$ cat src/rtl/traffic_sensor.sv
// ---------------------------------------------------------------------------
// traffic_sensor
//   Roadside model that sits opposite an intersection controller. It reads
//   the controller's light codes (La/Lb), counts arriving cars per street,
//   releases one car every DEPART_CYC cycles while that street is green, and
//   drives the car-present sensors Ta/Tb back to the controller. Protocol
//   violations are latched into sticky error bits.
//
// Ports
//   clk          system clock, rising edge
//   rst          synchronous active-high reset
//   La, Lb       light codes: 0=green 1=yellow 2=red 3=illegal
//   arr_a/arr_b  one-cycle car-arrival pulses
//   Ta, Tb       sensor outputs, high while the street's queue is non-empty
//   qa, qb       queue occupancy (QW bits, saturating at 2^QW-1)
//   dep_a/dep_b  one-cycle car-departure pulses (registered)
//   err          sticky: [0] both lights non-red, [1] illegal code,
//                [2] arrival dropped at a full queue
// ---------------------------------------------------------------------------

// Per-street lane: queue counter plus IDLE/SERVE departure FSM.
//   light_i  street light code       arr_i  arrival pulse
//   q_o      registered occupancy    dep_o  registered departure pulse
//   ovf_o    combinational: this cycle's arrival is being dropped
module traffic_lane #(
  parameter int QW         = 4,
  parameter int DEPART_CYC = 2
) (
  input  logic          clk,
  input  logic          rst,
  input  logic [1:0]    light_i,
  input  logic          arr_i,
  output logic [QW-1:0] q_o,
  output logic          dep_o,
  output logic          ovf_o
);

  localparam int TW = (DEPART_CYC > 1) ? $clog2(DEPART_CYC) : 1;
  localparam logic [TW-1:0] T_LAST = TW'(DEPART_CYC - 1);
  localparam logic [QW-1:0] Q_MAX  = {QW{1'b1}};
  localparam logic [1:0]    GREEN  = 2'd0;

  typedef enum logic {IDLE, SERVE} state_e;

  state_e        state_q, state_d;
  logic [TW-1:0] timer_q, timer_d;
  logic [QW-1:0] q_q, q_d;
  logic          dep_q;
  logic          depart;
  logic          green;

  assign green = (light_i == GREEN);

  // Departure FSM. Any non-green code aborts the car in progress; the timer
  // always restarts from zero on the next entry to SERVE.
  always_comb begin
    state_d = state_q;
    timer_d = timer_q;
    depart  = 1'b0;
    unique case (state_q)
      IDLE: begin
        timer_d = '0;
        if (green && q_q != '0) state_d = SERVE;
      end
      SERVE: begin
        if (!green) begin
          state_d = IDLE;
          timer_d = '0;
        end else if (timer_q == T_LAST && q_q != '0) begin
          depart  = 1'b1;
          timer_d = '0;
          // Last car leaving: nothing left to serve.
          if (q_q == QW'(1)) state_d = IDLE;
        end else begin
          timer_d = timer_q + TW'(1);
        end
      end
      default: begin
        state_d = IDLE;
        timer_d = '0;
      end
    endcase
  end

  // Queue arithmetic: simultaneous arrival and departure cancel out.
  always_comb begin
    q_d   = q_q;
    ovf_o = 1'b0;
    if (arr_i && !depart) begin
      if (q_q == Q_MAX) ovf_o = 1'b1;
      else              q_d   = q_q + QW'(1);
    end else if (depart && !arr_i) begin
      q_d = q_q - QW'(1);
    end
  end

  always_ff @(posedge clk) begin
    if (rst) begin
      state_q <= IDLE;
      timer_q <= '0;
      q_q     <= '0;
      dep_q   <= 1'b0;
    end else begin
      state_q <= state_d;
      timer_q <= timer_d;
      q_q     <= q_d;
      dep_q   <= depart;
    end
  end

  assign q_o   = q_q;
  assign dep_o = dep_q;

endmodule

module traffic_sensor #(
  parameter int QW         = 4,
  parameter int DEPART_CYC = 2
) (
  input  logic          clk,
  input  logic          rst,
  input  logic [1:0]    La,
  input  logic [1:0]    Lb,
  input  logic          arr_a,
  input  logic          arr_b,
  output logic          Ta,
  output logic          Tb,
  output logic [QW-1:0] qa,
  output logic [QW-1:0] qb,
  output logic          dep_a,
  output logic          dep_b,
  output logic [2:0]    err
);

  localparam int NUM_LANES = 2;
  localparam logic [1:0] RED     = 2'd2;
  localparam logic [1:0] ILLEGAL = 2'd3;

  // Lane 0 is street A, lane 1 is street B.
  logic [NUM_LANES-1:0][1:0]    light;
  logic [NUM_LANES-1:0]         arr;
  logic [NUM_LANES-1:0][QW-1:0] q;
  logic [NUM_LANES-1:0]         dep;
  logic [NUM_LANES-1:0]         ovf;
  logic [2:0]                   err_q, err_d;

  assign light = {Lb, La};
  assign arr   = {arr_b, arr_a};

  for (genvar l = 0; l < NUM_LANES; l++) begin : g_lane
    traffic_lane #(
      .QW         (QW),
      .DEPART_CYC (DEPART_CYC)
    ) u_lane (
      .clk     (clk),
      .rst     (rst),
      .light_i (light[l]),
      .arr_i   (arr[l]),
      .q_o     (q[l]),
      .dep_o   (dep[l]),
      .ovf_o   (ovf[l])
    );
  end

  // Sticky protocol/overflow flags; they never feed back into the lanes.
  always_comb begin
    err_d    = err_q;
    err_d[0] = err_q[0] | ((La != RED) && (Lb != RED));
    err_d[1] = err_q[1] | (La == ILLEGAL) | (Lb == ILLEGAL);
    err_d[2] = err_q[2] | (|ovf);
  end

  always_ff @(posedge clk) begin
    if (rst) err_q <= '0;
    else     err_q <= err_d;
  end

  assign qa    = q[0];
  assign qb    = q[1];
  assign Ta    = (q[0] != '0);
  assign Tb    = (q[1] != '0);
  assign dep_a = dep[0];
  assign dep_b = dep[1];
  assign err   = err_q;

endmodule

$ cat config.mk
export PLATFORM = sky130hd
export DESIGN_NAME = traffic_sensor
export DESIGN_NICKNAME = d
export VERILOG_FILES = /design/src/rtl/traffic_sensor.sv
export SDC_FILE = /design/constraint.sdc
export NUM_CORES = 1
export LEC_CHECK = 0
export ABC_AREA = 1
export CAP_MARGIN = 20
export CORE_MARGIN = 2
export CORE_UTILIZATION = 25
export DETAILED_ROUTE_END_ITERATION = 8
export PLACE_DENSITY_LB_ADDON = 0.12
export SYNTH_ARGS = -nofsm -noshare
export SYNTH_HDL_FRONTEND = slang
export SYNTH_HIERARCHICAL = 1
export SYNTH_SLANG_ARGS = --single-unit
$ cat constraint.sdc
create_clock -name clk -period 1.4 [get_ports clk]
set_clock_uncertainty 0.05 [all_clocks]
set_input_delay 0.14 -clock clk [delete_from_list [all_inputs] [get_ports clk]]
set_output_delay 0.14 -clock clk [all_outputs]
set_load 0.05 [all_outputs]
Word level (Yosys, flattened, before mapping)
Index checks and enable logic that the tools add are counted.
- register bits after elaboration: 17
- input port bits: 8
- logic and storage cells: 85
- eq/ne operators: 10
- bitwise logic cells: 6
- $add $sub $neg: 6
- reduce and logical (&&, ||, !) cells: 22
- mux-type cells: 32
- operators by type and width (cell ; number):
    4-bit two-way mux ; 6
    1-bit two-way mux ; 22
    1-bit logical AND ; 9
    4-bit by 1-bit adder with 4-bit output, second input constant ; 2
    4-bit by 1-bit equality test with 1-bit output, second input constant ; 2
    4-bit equality test, second input constant ; 2
    2-bit != test, second input constant ; 4
    1-bit one-hot mux with 2 select lines ; 4
    4-bit nonzero test ; 2
    4-bit by 1-bit subtractor with 4-bit output, second input constant ; 2
    2-bit equality test, second input constant ; 2
    1-bit zero test ; 4
    2-bit zero test ; 2
    1-bit bitwise OR ; 4
    2-bit AND reduction ; 2
    2-bit nonzero test ; 2
    1-bit adder, second input constant ; 2
    1-bit inverter ; 2
    2-bit OR reduction ; 1

Depth between registers and ports, before layout
- word-level depth: 10
- mapped depth: 10
- mapped depth without buffers: 10

Cells and area by module
The synthesis kept the hierarchy.
- modules (own cells, without submodules) (module ; area each (um^2) ; instances ; cells an instance):
    traffic_lane ; 519.2 ; 2 ; 69
    traffic_sensor ; 148.9 ; 1 ; 24

Least setup slack after synthesis
OpenSTA, ideal clock, no wires.
- kind: register to register
- start point: register g_lane[1].u_lane.q_q[0]
- end point: register err_q[2] (netlist: err[2])
- stages on the path, launching flop included: 9
- required time: 1232 ps
- setup time: 118 ps
- setup slack: -491 ps
- data arrival time: 1724 ps
- path buffers: 0
- path through: dfxtp_1 > inv_1 > ha_1 > nand3_4 > nand3_4 > nand2_2 > nor2_1 > nor3_1 > nor2_1
- word-level cells in the longest chain between the ends: 10
- elaborated cells between the ends (all ways): 12
- classes of those cells: eq/ne: 1; mux: 5; bitwise: 1; reduce/logical: 5
- RTL lines (item ; line ; text):
    start, declared ; 47 ; logic [QW-1:0] q_q, q_d;
    start signal, assigned ; 106 ; q_q <= q_d;
    4-bit nonzero test ; 69 ; end else if (timer_q == T_LAST && q_q != '0) begin
    1-bit logical AND ; 69 ;
    1-bit two-way mux ; 69 ;
    1-bit two-way mux ; 66 ; if (!green) begin
    1-bit two-way mux ; 60 ; unique case (state_q)
    1-bit zero test ; 89 ; if (arr_i && !depart) begin
    1-bit logical AND ; 89 ;
    1-bit two-way mux * ; 89 ;
    via ovf[1] ; 144 ; logic [NUM_LANES-1:0] ovf;
    2-bit OR reduction * ; 170 ; err_d[2] = err_q[2] | (|ovf);
    1-bit bitwise OR * ; 170 ;
    end signal, assigned ; 175 ; else err_q <= err_d;
    end, declared ; 145 ; logic [2:0] err_q, err_d;
Mark *: on every way through the listed nets, which the timed path passes. The rest lies on a longest branch.
A chain may end at the register's enable or synchronous reset.

Final worst setup path
- start point: register g_lane[0].u_lane.q_q[1]
- end point: register g_lane[0].u_lane.q_q[2]
- word-level cells in the longest chain between the ends: 9
- elaborated cells between the ends (all ways): 17
- classes of those cells: add/sub: 2; eq/ne: 2; mux: 6; reduce/logical: 7
- RTL lines (item ; line):
    start, declared ; 47
    start signal, assigned ; 106
    4-bit nonzero test ; 69
    1-bit logical AND ; 69
    1-bit two-way mux ; 69
    1-bit two-way mux ; 66
    1-bit two-way mux ; 60
    1-bit zero test ; 89
    1-bit logical AND ; 89
    2-bit != test (no line) / 2-bit nonzero test (equally long branches) ; -
    2-bit AND reduction (no line) ; -
Parallel ways exist; a longest one is shown, timed or not. The select of a mux whose other input is x is not followed.

==> impl_metrics.tcl <==
set metrics [dict create \
    min_period_ns 1.372 \
    grt_max_degree 11 \
    irDropWorstVdd_v 0.0004036 \
    synth_most_common_cell "nand2_1" \
    max_freq_mhz 728.6 \
    synthSimpleGateAreaFrac 0.4394 \
    p_total_mw 1.648 \
    nets 229 \
    status "finished clean" \
    clock_latency_ns 0.26 \
    ys_async_sr_fraction 0 \
    grt_setup_unrepaired "yes" \
    clockBufferDepth 2 \
    synth_area_um2 1187 \
    synth_area_leader_cell "dfxtp_1" \
    p_per_area_nw_per_um2 838.3 \
    drv_cap 0 \
    initial_utilization 0.2548 \
    final_max_slew_viol_count 0 \
    fin_hold_ws_ns 0.4309 \
    synth_compound_area_frac 0.05374 \
    synthFlopType "dfxtp_1" \
    synth_mux_area_frac 0 \
    multiInputGateArea_um2 784.5 \
    die_h_um 72.92 \
    dp.cells 255 \
    synth_top_family_by_area "simple AND/OR/NAND/NOR gates" \
    drc_errors 0 \
    post-route-worst-setup-slack_ns 0.02758 \
    drt_wl_total_mm 2.963 \
    cts_tree "built" \
    path_max_fanout 5 \
    hpwl_mm 2.269 \
    synth_commonest_cells "nand2_1, nor2_1, inv_1" \
    viasPerCell 4.332 \
    cp-end-kind "flip-flop" \
    grt_pass1_wl_mm 5.016 \
    ys_seq_elements 17 \
    antenna_found_initial 0 \
    fp.dieArea_um2 5317 \
    yosysWarnings 6 \
    fillCellCount 480 \
    syn_inst 162 \
    grt_usage 0.1213 \
    num_vias 1161 \
    yosysUniqueCellTypes 23 \
    hp-class "flip-flop to flip-flop" \
    startpoint_type "flip-flop" \
    grt_pass1_vias 1108 \
    row_count 25 \
    antennaDiodeCount 0 \
    die_w_um 72.92 \
    grt_overflow 0 \
    relSlewSlack 0.8281 \
    cts_buffers 3 \
    ant_nets 0 \
    avgRoutedWirePerCell_um 11.06 \
    first_iter_violations 41 \
    boundaryPins 23 \
    cts.reportedPaths.clkPinSlew_ns 0.07 \
    critPathKind "flip-flop to flip-flop" \
    core_area_um2 4661 \
    hold_viol_final 0 \
    pre_cts_ws_ns -0.2074 \
    synth-seq-area-share 0.2866 \
    clock-sinks 17 \
    seqCellArea_um2 365.4 \
    dr.pass1.iters 4 \
    synthXorXnorAreaFrac 0.04426 \
    h-tree-depth 1 \
    dpl_cell_area_um2 1821 \
    area_growth_pct 65.54 \
    synth-edff-count 0 \
    power.leakage_nw 0.8993 \
    arrival_ns 1.49 \
    period_share 0.9803 \
    layout.cells.non_filler 268 \
    netlist.area_leader.share 0.2866 \
    syn-num-nets 176 \
    drive_gt1_frac 0.4720 \
    place.gp.congestion 0.9019 \
    cts_root_buffer "clkbuf_8" \
    design_area_um2 1966 \
    synth_adder_area_share 0.06322 \
    worst_slew_pin_slew_ns 0.2570 \
    io_buffers 22 \
    worstPathRequired_ns 1.52 \
    ys_top_cells_by_area "dfxtp_1, nand2_1, nand3_1" \
    finalSetupViolCount 0 \
    avgSynthCellArea_um2 7.330 \
]
==> per-layer routing <==
layer | part of all wire | track usage
met2 | 0.43 | 0.1717
met4 | 0.020 | 0.06173
met1 | 0.52 | 0.1775
met5 | 0 | 0
met3 | 0.030 | 0.01657
==> worst max-delay path, cell delays in order (launching register included) <==
cell and delay [ns]:
dfxtp_4 0.37, inv_4 0.07, ha_4 0.14, nand3_4 0.10
nand3_4 0.15, nand3_4 0.10, nand2_4 0.11, inv_2 0.05
nor2_1 0.08, nor2_1 0.04
==> per-stage QoR <==
step | util | setup TNS [ns]
3_5_place_dp | 0.3906 | -1.531
3_3_place_gp | 0.3906 | -1.363
4_1_cts | 0.4038 | 0
5_1_grt | 0.4217 | -0.2716
2_1_floorplan | - | -0.02649
6_report | 0.4217 | 0
==> state kept, by name, indices dropped and copies added, names as in the netlist <==
signal / flops
err: 3
g_lane.u_lane/dep_o: 2
g_lane.u_lane/timer_q: 2
g_lane.u_lane/q_o: 8
g_lane.u_lane/state_q: 2
==> final cells by class <==
cell class | instances | share of cell area
Timing Repair Buffer | 50 | 0.2954
Inverter | 27 | 0.06174
Multi-Input combinational cell | 116 | 0.3991
Tap cell | 54 | 0.03437
Clock inverter | 1 | 0.002546
Clock buffer | 3 | 0.02101
Sequential cell | 17 | 0.1859
==> kinds of logic after synthesis <==
kind of cell	count (synthesis)
simple gates	95
buf+inv	29
flops	17
compound gates	9
xor+xnor	6
fa+ha+maj	6
==> what timing repair did <==
| item | in CTS | in global routing |
|---|---|---|
| endpoints found under the setup margin | 1 | 9 |
| hold endpoints to repair | 0 | 0 |
| hold buffers | 0 | 0 |
| gates resized for setup | 1 | 8 |
| buffers inserted | 1 | 8 |
| pin swaps | 1 | 14 |
==> worst paths after layout <==
check                                              start                        to  slack, ns  cells past startpoint
worst min register to register  g_lane[0].u_lane/state_q  g_lane[0].u_lane/timer_q       0.43                      2
worst max register to register   g_lane[0].u_lane/q_o[1]   g_lane[0].u_lane/q_o[2]       0.03                      9
worst max-delay path             g_lane[0].u_lane/q_o[1]   g_lane[0].u_lane/q_o[2]       0.03                      9
worst min-delay path            g_lane[0].u_lane/state_q  g_lane[0].u_lane/timer_q       0.43                      2
==> power by group <==
part	internal [mW]	leakage [nW]	total (mW)	switching (mW)
clock network	0.199	0.0255	0.397	0.198
registers	0.512	0.144	0.564	0.0520
logic	0.330	0.730	0.687	0.357
==> cells in the final DEF, fill, tap and decap left out, drive strengths merged, types with 3 or more instances in the layout <==
master         synthesis  layout
buf                    2      43
xor2                   4       4
nand4                  4       4
nor2                  27      27
nand3                 24      24
clkbuf                 0       3
dfxtp                 17      17
o21ai                  4       4
inv                   27      27
nand2                 36      36
a21oi                  3       3
clkdlybuf4s50          0       7
ha                     6       6
nor3                   3       3
(Power assumes the default switching activity.)
